$ cat config.mk
export PLATFORM = sky130hd
export DESIGN_NAME = fetch_ctrl
export DESIGN_NICKNAME = d
export VERILOG_FILES = /design/src/rtl/fetch_ctrl_pkg.sv /design/src/rtl/fetch_buf.sv /design/src/rtl/fetch_ctrl.sv
export SDC_FILE = /design/constraint.sdc
export NUM_CORES = 1
export LEC_CHECK = 0
export BUFFER_PORTS_ARGS = -buffer_cell sky130_fd_sc_hd__buf_2
export CAP_MARGIN = 20
export CORE_AREA = 2 2 177 179
export CTS_BUF_LIST = sky130_fd_sc_hd__clkbuf_8
export CTS_CLUSTER_DIAMETER = 30
export DETAILED_ROUTE_END_ITERATION = 6
export DIE_AREA = 0 0 179 181
export PLACE_DENSITY = 0.63
export SLEW_MARGIN = 10
export SYNTH_ARGS = -nofsm -noshare
export SYNTH_HDL_FRONTEND = slang
export SYNTH_SLANG_ARGS = --single-unit
$ cat constraint.sdc
create_clock -name clk -period 2.85 [get_ports clk]
set_input_delay 0.1425 -clock clk [delete_from_list [all_inputs] [get_ports clk]]
set_output_delay 0.1425 -clock clk [all_outputs]
set_load 0.05 [all_outputs]
$ cat src/rtl/fetch_ctrl_pkg.sv
// fetch_ctrl_pkg: shared widths, reset PC, fetch FSM states and redirect target select.
package fetch_ctrl_pkg;
  localparam int XLEN = 64;
  localparam int INST_W = 32;
  localparam logic [XLEN-1:0] RESET_PC = 64'h8000_0000;
  typedef enum logic [2:0] {IDLE, REQ, WAIT, HOLD, DROP} state_e;
  // Trap beats branch; targets are forced word-aligned.
  function automatic logic [XLEN-1:0] redirect_target(
    input logic            trap_valid,
    input logic [XLEN-1:0] trap_pc,
    input logic [XLEN-1:0] redirect_pc
  );
    return {(trap_valid ? trap_pc[XLEN-1:2] : redirect_pc[XLEN-1:2]), 2'b00};
  endfunction
endpackage

$ cat src/rtl/fetch_buf.sv
// fetch_buf: one-entry fetched-instruction buffer with load, consume and flush.
module fetch_buf
  import fetch_ctrl_pkg::*;
(
  input  logic              clk,
  input  logic              rst,
  input  logic              load_i,
  input  logic              consume_i,
  input  logic              flush_i,
  input  logic [XLEN-1:0]   pc_i,
  input  logic [INST_W-1:0] inst_i,
  output logic              valid_o,
  output logic [XLEN-1:0]   pc_o,
  output logic [INST_W-1:0] inst_o
);
  logic              valid_q, valid_d;
  logic [XLEN-1:0]   pc_q, pc_d;
  logic [INST_W-1:0] inst_q, inst_d;
  always_comb begin
    valid_d = load_i ? 1'b1 : (consume_i | flush_i) ? 1'b0 : valid_q;
    pc_d    = load_i ? pc_i : pc_q;
    inst_d  = load_i ? inst_i : inst_q;
  end
  always_ff @(posedge clk) begin
    if (rst) begin
      valid_q <= 1'b0;
      pc_q    <= '0;
      inst_q  <= '0;
    end else begin
      valid_q <= valid_d;
      pc_q    <= pc_d;
      inst_q  <= inst_d;
    end
  end
  assign valid_o = valid_q;
  assign pc_o    = pc_q;
  assign inst_o  = inst_q;
endmodule

$ cat src/rtl/fetch_ctrl.sv
// fetch_ctrl: fetch PC sequencer driving the imem handshake and a one-entry decode buffer.
module fetch_ctrl
  import fetch_ctrl_pkg::*;
(
  input  logic              clk,
  input  logic              rst,
  input  logic              redirect_valid_i,
  input  logic [XLEN-1:0]   redirect_pc_i,
  input  logic              trap_valid_i,
  input  logic [XLEN-1:0]   trap_pc_i,
  output logic              imem_req_valid_o,
  output logic [XLEN-1:0]   imem_req_addr_o,
  input  logic              imem_req_ready_i,
  input  logic              imem_resp_valid_i,
  input  logic [INST_W-1:0] imem_resp_inst_i,
  output logic              id_valid_o,
  output logic [XLEN-1:0]   id_pc_o,
  output logic [INST_W-1:0] id_inst_o,
  input  logic              id_ready_i,
  output logic [XLEN-1:0]   pc_o,
  output logic [63:0]       fetch_cnt_o
);
  state_e          state_q, state_d;
  logic [XLEN-1:0] pc_q, pc_d;
  logic [63:0]     cnt_q, cnt_d;
  logic            redir, load, consume, flush;
  logic [XLEN-1:0] tgt;
  assign redir = redirect_valid_i | trap_valid_i;
  assign tgt   = redirect_target(trap_valid_i, trap_pc_i, redirect_pc_i);
  always_comb begin
    state_d = state_q;
    pc_d    = pc_q;
    cnt_d   = cnt_q;
    load    = 1'b0;
    consume = 1'b0;
    flush   = 1'b0;
    case (state_q)
      IDLE: state_d = REQ;
      REQ:  if (imem_req_ready_i) state_d = redir ? DROP : WAIT;
      WAIT: begin
        if (imem_resp_valid_i) begin
          state_d = redir ? REQ : HOLD;
          load    = !redir;
          pc_d    = pc_q + XLEN'(4);
        end else if (redir) begin
          state_d = DROP;
        end
      end
      HOLD: begin
        if (redir) begin
          flush   = 1'b1;
          state_d = REQ;
        end else if (id_ready_i) begin
          consume = 1'b1;
          cnt_d   = cnt_q + 64'd1;
          state_d = REQ;
        end
      end
      DROP: if (imem_resp_valid_i) state_d = REQ;
      default: state_d = IDLE;
    endcase
    // A redirect always owns the next PC, even over the sequential increment.
    if (redir) pc_d = tgt;
  end
  always_ff @(posedge clk) begin
    if (rst) begin
      state_q <= IDLE;
      pc_q    <= RESET_PC;
      cnt_q   <= '0;
    end else begin
      state_q <= state_d;
      pc_q    <= pc_d;
      cnt_q   <= cnt_d;
    end
  end
  fetch_buf u_buf (
    .clk       (clk),
    .rst       (rst),
    .load_i    (load),
    .consume_i (consume),
    .flush_i   (flush),
    .pc_i      (pc_q),
    .inst_i    (imem_resp_inst_i),
    .valid_o   (id_valid_o),
    .pc_o      (id_pc_o),
    .inst_o    (id_inst_o)
  );
  assign imem_req_valid_o = state_q == REQ;
  assign imem_req_addr_o  = pc_q;
  assign pc_o             = pc_q;
  assign fetch_cnt_o      = cnt_q;
endmodule

## Word-level counts from Yosys, hierarchy flattened

Index checks and enable logic that the tools add are counted.

| storage, ports and cells | value |
|---|---|
| flip-flop bits (word level) | 228 |
| input port bits | 167 |
| logic and storage cells | 52 |

| cells by class | value |
|---|---|
| add/sub/neg operators | 2 |
| eq/ne operators | 8 |
| multiplexer cells | 22 |
| bitwise gates (word level) | 3 |
| reduce and logical (&&, ||, !) cells | 10 |

Operator list:

| cell | count |
|---|---|
| 2-to-1 mux 64 bit | 3 |
| adder 64 x 1 -> 64 bit (second input constant) | 1 |
| adder 64 x 3 -> 64 bit (second input constant) | 1 |
| 2-to-1 mux 62 bit | 1 |
| 2-to-1 mux 3 bit | 7 |
| one-hot mux 3 bit (5 select lines) | 1 |
| 2-to-1 mux 1 bit | 9 |
| equality test 3 x 2 -> 1 bit (second input constant) | 2 |
| inequality test 3 bit (second input constant) | 2 |
| nonzero test 2 bit | 3 |
| AND reduction 2 bit | 2 |
| AND reduction 4 bit | 1 |
| equality test 3 x 1 -> 1 bit (second input constant) | 1 |
| equality test 3 bit (second input constant) | 1 |
| logical NOT 3 bit | 1 |
| AND reduction 3 bit | 1 |
| 2-to-1 mux 2 bit | 1 |
| inequality test 2 x 1 -> 1 bit (second input constant) | 1 |
| inequality test 2 bit (second input constant) | 1 |
| bitwise OR 1 bit | 2 |
| OR reduction 2 bit | 1 |
| logical NOT 1 bit | 1 |
| inverter 1 bit | 1 |

## Longest topological paths before layout

Gate-level depths: netlist of run 1.

| depth | value |
|---|---|
| word-level depth | 6 |
| mapped depth | 9 |
| mapped depth without buffers | 7 |

## Hierarchy

From an unflattened synthesis of run 1, not the netlist that was laid out.

| unflattened totals | value |
|---|---|
| cells, all modules | 1325 |
| area, all modules | 11292.1 µm² |

Modules (own cells, without submodules):

| module | times used | cells an instance | area an instance (µm²) | sequential area each (µm²) |
|---|---|---|---|---|
| fetch_ctrl | 1 | 1011 | 7851.3 | 2582.5 |
| fetch_buf | 1 | 314 | 3440.8 | 1941.9 |

## Worst setup path before layout of run 1

No wires, ideal clock.

| timing | value |
|---|---|
| kind | register to register |
| start point | register cnt_q[30] (netlist: fetch_cnt_o[30]) |
| end point | register cnt_q[59] (netlist: fetch_cnt_o[59]) |
| setup time | 0.128 ns |
| arrival | 2.548 ns |
| required time | 2.722 ns |
| slack | 0.174 ns |
| stages on the path, launching flop included | 9 |
| period minus slack after synthesis | 2.676 ns |
| cells stage by stage | dfxtp_1 and4_1 nand4_1 clkbuf_1 or4_1 buf_2 nor4_1 xnor2_1 nor2_1 |

| on the way | value |
|---|---|
| word-level cells in the longest chain between the ends | 1 |

Ends and longest elaborated chain:

| item | line | source |
|---|---|---|
| start: declaration | fetch_ctrl.sv:25 | `logic [63:0] cnt_q, cnt_d;` |
| start signal: assignment | fetch_ctrl.sv:73 | `cnt_q <= cnt_d;` |
| adder 64 x 1 -> 64 bit | fetch_ctrl.sv:55 | `cnt_d = cnt_q + 64'd1;` |

No other way between the ends.
A chain may end at the register's enable or synchronous reset.

## Worst setup path in the final report of run 1

| timing | value |
|---|---|
| start point | register state_q[2] |
| end point | register pc_q[29] (netlist: imem_req_addr_o[29]) |

| on the way | value |
|---|---|
| word-level cells in the longest chain between the ends | 3 |

Ends and longest elaborated chain:

| item | line | source |
|---|---|---|
| start: declaration | fetch_ctrl.sv:23 | `state_e state_q, state_d;` |
| start signal: assignment | fetch_ctrl.sv:71 | `state_q <= state_d;` |
| equality test 3 x 2 -> 1 bit | fetch_ctrl.sv:37 | `case (state_q)` |
| nonzero test 2 bit (no source line) | n/a |  |
| AND reduction 2 bit (no source line) | n/a |  |
| end signal: assignment | fetch_ctrl.sv:72 | `pc_q <= pc_d;` |
| end: declaration | fetch_ctrl.sv:24 | `logic [XLEN-1:0] pc_q, pc_d;` |

No other way between the ends.

==> results.md, run 1 <==
* Outcome: finished, final reports clean
* Crit start category: flip-flop
* Nets@finish at 2167
* I/O pin count at 457
* Minimum clock period at 2720 ps
* Synthesized cell area at 11200 sq um
* DR vias/cell at 5.22
* TritonRoute pass-1 iters at 5
* Max Fclk at 0.367 GHz
* Worst-Skew Late Latency at 570 ps
* Routed WL per cell at 17.8 um
* Register area share after synthesis at 39.9%
* DR iter-0 viols at 730
* Final hold vios at 0
* Critical path capture point type: flip-flop
* First-pass GRT wire length at 65900 um
* Clk slew on worst S/H paths at 60 ps
* Power Total at 9.38 mW
* Pleak at 6.91 nW
* Antenna violations before repair at 10
* Port bufs at 446
* Final period util at 95.6%
* Syn. warnings at 0
* Vias at 12800
* Arrival time worst endpoint at 3230 ps
* Crit-path max cell delay at 600 ps
* CTS Sinks at 224
* Worst-margin pin slew at 962 ps
* Post-synthesis cell count at 1472
* Cell area after layout at 16300 sq um
* Grt ovf at 0
* Starting density of the core at 37.0%
* Detailed Route WL at 43500 um
* Top fanout value on the critical path at 11
* CTS buffer count at 57
* Row cnt at 64
* Final setup vio count at 0
* Area contributors post-synth: dfxtp_1, nand2_1, a21oi_1, buf_4, xnor2_1
* Area of the core at 30300 sq um
* Fraction of registers with async set/reset at 0%
* H-tree levels at 2
* Layout cells sized above 1 at 30.4%
* Synth Register Bits at 224
* Clock Tree Root: clkbuf_8
* Synth top cells by count: nand2_1, dfxtp_1, a21oi_1
* Post-synth top flop: dfxtp_1
* Max cap viols at 0
* Final GP Congestion at 0.843
* Skew final at 23.1 ps
* Largest net degree at the start of global routing at 108
* Worst path slowest cell: dlygate4sd3_1
* Peak supply drop at 0.000447 V
* Vias in the first global route at 12300
* CTS tree: built
* Largest area contributor in the netlist: dfxtp_1
* Post-synth top area share at 39.9%
* Class of the worst hold path: in2reg
* HPWL Detailed at 30500 um
* Setup CP Type: reg2reg
* Die Height at 181 um
* Req. time, crit path at 3360 ps
* Final design utilization at 53.6%
* Die W at 179 um
* EDFF count, synth at 0
* Postcts setup bufs at 0
* Unique cell type count in the Yosys netlist at 70
* Hold WS at 22.7 ps
* Worst path top cell family by delay: simple AND/OR/NAND/NOR gates
* Pwr per Cell Area at 577 nW/um^2
* Synthesis-to-finish area growth at 44.6%
* CP bufs+invs at 3
* Die area at 32400 sq um
* Pre-CTS setup slack at 362 ps
* Fill count at 2925
* Setup ws final at 125 ps
* Slew Viols, Final at 0
* Critical path cell sequence: buf_4 > nand4bb_1 > nor2_2 > nand4_1 > buf_4 > nor3_1 > nor3_1 > o32ai_1 > dlygate4sd3_1
* GRT Util Overall at 25.5%
* Antenna Nets Post-Route at 0
* Post-route DRC at 0
* Worst slew margin at 35.8%
* Syn avg cell area at 7.63 sq um
* Max clock buf depth at 3
* Placed instance area at 13500 sq um
* Most frequent cell after synthesis: nand2_1
* RSZ-0062 raised after global routing: yes
-- repair_timing --
item,CTS,global route
endpoints found under the hold margin,101,0
setup endpoints to repair,0,7
resized for setup,0,5
hold buffers,127,0
-- final timing paths --
check | startpoint | to | cells past startpoint | slack [ps]
worst max-delay path | state_q[2] | imem_req_addr_o[29] | 9 | 130
worst max register to register | state_q[2] | imem_req_addr_o[29] | 9 | 130
worst min-delay path | redirect_pc_i[53] | imem_req_addr_o[53] | 4 | 20
worst min register to register | u_buf.pc_o[44] | u_buf.pc_o[44] | 2 | 450
-- power by group --
group          switching (mW)  internal [mW]  total, mW
combinational           0.865          0.450       1.32
sequential              0.118           3.20       3.32
clock                    1.69           3.06       4.75
total                    2.67           6.71       9.38
-- cell families after synthesis --
group | after synthesis | synth area share, %
compound gates | 321 | 16.5
other cells | 1 | 0.0334
simple gates | 655 | 28.0
buf+inv | 182 | 8.46
flops | 224 | 39.9
mux | 11 | 0.991
xor+xnor | 76 | 5.92
fa+ha+maj | 2 | 0.223
-- layout by cell type, fill, tap and decap left out, drive strengths merged, types with 11 or more instances in the layout --
master       count
buf            493
nand2          298
dfxtp          224
a21oi          172
dlygate4sd3    127
nor2            95
clkbuf          70
o21ai           57
xnor2           55
nor3            54
nand3           48
nand4           42
inv             27
and3            26
or3             25
a211oi          22
xor2            21
nor4            21
o22ai           13
clkinvlp        13
o21a            12
clkinv          11
-- sequential cells by signal, indices dropped and copies added, names as in the netlist --
register,flops
imem_req_addr_o,62
fetch_cnt_o,64
state_q,3
u_buf.inst_o,32
u_buf.pc_o,62
u_buf.valid_o,1
-- per-stage QoR --
step | setup TNS [ps] | instances
after global routing | -22.0 | 2447
final | 0 | 2450
after global placement | 0 | 2208
after CTS | 0 | 2441
after detailed placement | 0 | 2208
after floorplan | 0 | 1477
-- worst reg2reg max path: cells and delay by family, from the launching register on --
| family | cells | cell delay [ps] |
|---|---|---|
| AO/OA/AOI/OAI | 1 | 270 |
| buffers and inverters | 3 | 1000 |
| flip-flops | 1 | 300 |
| AND/OR/NAND/NOR | 5 | 1100 |
-- final cells by class --
type / count / area, sq um / share of cell area [%]
multi-input combinational: 1071 / 5870 / 36.1
timing repair buffer: 620 / 3890 / 23.9
sequential: 224 / 4490 / 27.6
tap: 396 / 495 / 3.05
inverter: 24 / 90.1 / 0.554
clock inverter: 36 / 433 / 2.66
clock buffer: 70 / 963 / 5.93
antenna: 9 / 22.5 / 0.139
-- per-layer routing --
| metal | up-vias | routed length (um) | track usage [%] |
|---|---|---|---|
| li1 | 6150 | - | - |
| met1 | 6003 | 17000 | 29.8 |
| met2 | 533 | 21400 | 44.2 |
| met3 | 95 | 3700 | 6.63 |
| met4 | 4 | 1370 | 10.0 |
| met5 | - | 27 | 0 |
No activity file was read; power rests on OpenSTA's default activity.
==> inputs of run 2 (changes only) <==
ABC_AREA = 1   (was default)
CORE_AREA = 2 2 175 177   (was 2 2 177 179)
DIE_AREA = 0 0 177 179   (was 0 0 179 181)
PLACE_DENSITY = 0.7   (was 0.63)
==> run 2 against run 1 <==
Final area up 7.0%. Die area down 2.2%. Register-to-register slack better by 300 ps. Count of clock-buffer cells in the layout down 9. Synthesized cell count up 39%. First-iteration DRC count up 65%. Critical path type unchanged. Highest routed layer unchanged.
==> results.md, run 2 <==
* Slew Viols, Final at 0 (unchanged)
* CTS tree: built
* RSZ-0062 raised after global routing: no
* Nets@finish at 2697 (+24%)
* Synth top cells by count: nor2_1, nand2_1, dfxtp_1
* Critical path cell sequence: inv_2 > nor3_4 > nand2_1 > nand2_2 > buf_4 > o21ai_0 > a31oi_1 > dlygate4sd3_1
* Layout cells sized above 1 at 23.1% (-7.3 points)
* I/O pin count at 457 (unchanged)
* Hold WS at 6.70 ps (-16.0 ps)
* Vias in the first global route at 14000 (+14%)
* Syn. warnings at 0 (unchanged)
* Largest area contributor in the netlist: dfxtp_1
* Setup CP Type: reg2reg
* # placed instances at 2759 (+25%)
* Max Fclk at 0.413 GHz (+13%)
* Top fanout value on the critical path at 71 (+60)
* Peak supply drop at 0.000371 V (-17%)
* Minimum clock period at 2420 ps (-303 ps)
* Area contributors post-synth: dfxtp_1, nor2_1, nand2_1, o21ai_0, a21oi_1
* Synthesis-to-finish area growth at 35.6%
* Skew final at 29.0 ps (+5.91 ps)
* Starting density of the core at 42.7% (+5.7 points)
* Register area share after synthesis at 35.0% (-4.9 points)
* CP bufs+invs at 3 (unchanged)
* Clk slew on worst S/H paths at 60 ps (about the same)
* Non-Filler Instances at 2969 (+21%)
* Fill count at 2953 (+0.96%)
* Max clock buf depth at 3 (unchanged)
* Pleak at 8.02 nW (+16%)
* TritonRoute pass-1 iters at 5 (unchanged)
* EDFF count, synth at 0 (unchanged)
* Critical path capture point type: flip-flop
* Outcome: finished, final reports clean
* Final hold vios at 0 (unchanged)
* Cts repair resizes at 0 (unchanged)
* Commonest non-fill, non-tap cell in the layout: nor2_1
* Worst slew margin at 51.2% (+15 points)
* Worst-Skew Late Latency at 600 ps (+30 ps)
* Unique cell type count in the Yosys netlist at 43 (-39%)
* DR iter-0 viols at 1201 (+65%)
* First-pass GRT wire length at 76900 um (+17%)
* HPWL Detailed at 37500 um (+23%)
* Post-route DRC at 0 (unchanged)
* Sequential cell area at 4480 sq um (about the same)
* Routed WL per cell at 17.5 um (-1.4%)
* FF-to-FF setup slack at 430 ps (+300 ps)
* Fraction of registers with async set/reset at 0% (unchanged)
* Multi-input logic area at 6800 sq um (+16%)
* Class of the worst hold path: in2reg
* Area of the core at 30000 sq um (-1.1%)
* Die W at 177 um (-1.1%)
* Arrival time worst endpoint at 2970 ps (-260 ps)
* Crit start category: flip-flop
* Worst path slowest cell: buf_4
* Die area at 31700 sq um (-2.2%)
* Req. time, crit path at 3400 ps (+40 ps)
* Post-synth top flop: dfxtp_1
* H-tree levels at 2 (unchanged)
* DR vias/cell at 5.18 (-0.70%)
* Antenna violations before repair at 3 (-7)
* Crit-path max cell delay at 570 ps (-30 ps)
* Antenna Nets Post-Route at 0 (unchanged)
* Syn avg cell area at 6.26 sq um (-18%)
* Power Total at 10.5 mW (+12%)
* Die Height at 179 um (-1.1%)
* Final GP Congestion at 0.968 (+15%)
* Final design utilization at 57.9% (+4.3 points)
* Worst-margin pin slew at 732 ps (-231 ps)
* Post-synth top area share at 35.0% (-4.9 points)
* Max cap viols at 0 (unchanged)
* Pwr per Cell Area at 604 nW/um^2 (+4.6%)
* Most frequent cell after synthesis: nor2_1
* Synthesized cell area at 12800 sq um (+14%)
* Worst path top cell family by delay: buffers and inverters
* Port bufs at 446 (unchanged)
* CTS Sinks at 224 (unchanged)
* GRT Util Overall at 31.3% (+5.8 points)
* Detailed Route WL at 52000 um (+19%)
* Row cnt at 64 (unchanged)
* Clock Tree Root: clkbuf_8
* Grt ovf at 0 (unchanged)
* Setup TNS at 0 ps (unchanged)
* Largest net degree at the start of global routing at 88 (-19%)
* Largest register FFs at 64 (unchanged)
* Final period util at 85.0% (-11 points)
* CTS buffer count at 54 (-5.3%)
* Final setup vio count at 0 (unchanged)
* Synth Register Bits at 224 (unchanged)
* Most frequent cells in the layout: nor2_1, buf_2, nand2_1
* Vias at 15400 (+20%)
* Post-synthesis cell count at 2050 (+39%)
run 2: cell count changes after synthesis, moves of 12 or more:
cell,change
o21ai_0,+166
inv_1,+153
buf_2,+12
and3_1,-26
nand3_1,+45
nor2_1,+388
nor4_1,-16
or3_1,-25
nor3_1,-35
clkbuf_1,-22
xnor2_1,-51
nand2_1,+79
a211oi_1,-22
run 2: worst paths after layout:
check                      start             endpoint  depth (start not counted)
setup / recovery      state_q[1]   imem_req_addr_o[3]                          8
hold / removal     trap_pc_i[26]  imem_req_addr_o[26]                          3
setup reg to reg      state_q[1]   imem_req_addr_o[3]                          8
hold reg to reg   u_buf.pc_o[18]       u_buf.pc_o[18]                          2
run 2: repair_timing:
item / in CTS / in global routing
setup buffers: 0 / 0
setup endpoints to repair: 0 / 0
endpoints found under the hold margin: 78 / 0
hold buffers: 109 / 0
run 2: worst reg2reg max path: stages, from the launching register on:
cell and delay [ps]:
dfxtp_1 440, inv_2 70, nor3_4 180, nand2_1 130
nand2_2 100, buf_4 580, o21ai_0 180, a31oi_1 150
dlygate4sd3_1 560
run 2: metal layers:
layer / share of wire [%] / GRT usage [%] / vias to the layer above / routed length, um
li1: - / - / 7533 / -
met1: 41 / 39.0 / 6943 / 21400
met2: 46 / 53.0 / 778 / 24200
met3: 8.3 / 5.30 / 127 / 4290
met4: 4.0 / 13.5 / 4 / 2080
met5: 0.052 / 0 / - / 27
run 2: layout make-up:
cell class	count	share of cell area (%)
multi-input combinational	1497	39.1
sequential	224	25.8
timing repair buffer	570	20.0
clock buffer	61	4.83
inverter	181	3.94
clock inverter	39	3.48
tap	396	2.85
antenna	1	0.0144
run 2: report_power, final:
| group | internal, mW | switching [mW] |
|---|---|---|
| logic | 0.555 | 1.40 |
| clock network | 3.35 | 1.69 |
| registers | 3.27 | 0.229 |
| total | 7.18 | 3.32 |
run 2: metrics by stage:
step / instance area (sq um) / setup WS, ps
floorplan: 12800 / 741
CTS: 17400 / 464
detailed placement: 14800 / 614
finish: 17400 / 429
global placement: 14800 / 647
global route: 17400 / 208
run 2: cells by family (layout without fill, tap and decap cells):
logic type,count (synthesis),count (layout),synth area share (%)
AOI/OAI and AO/OA,428,428,17.4
DFF,224,224,35.0
buffers and inverters,334,851,12.2
xor gates and xnor gates,15,15,1.02
other,1,7,0.0292
adders and majority gates,2,2,0.195
and+or+nand+nor,1046,1046,34.2
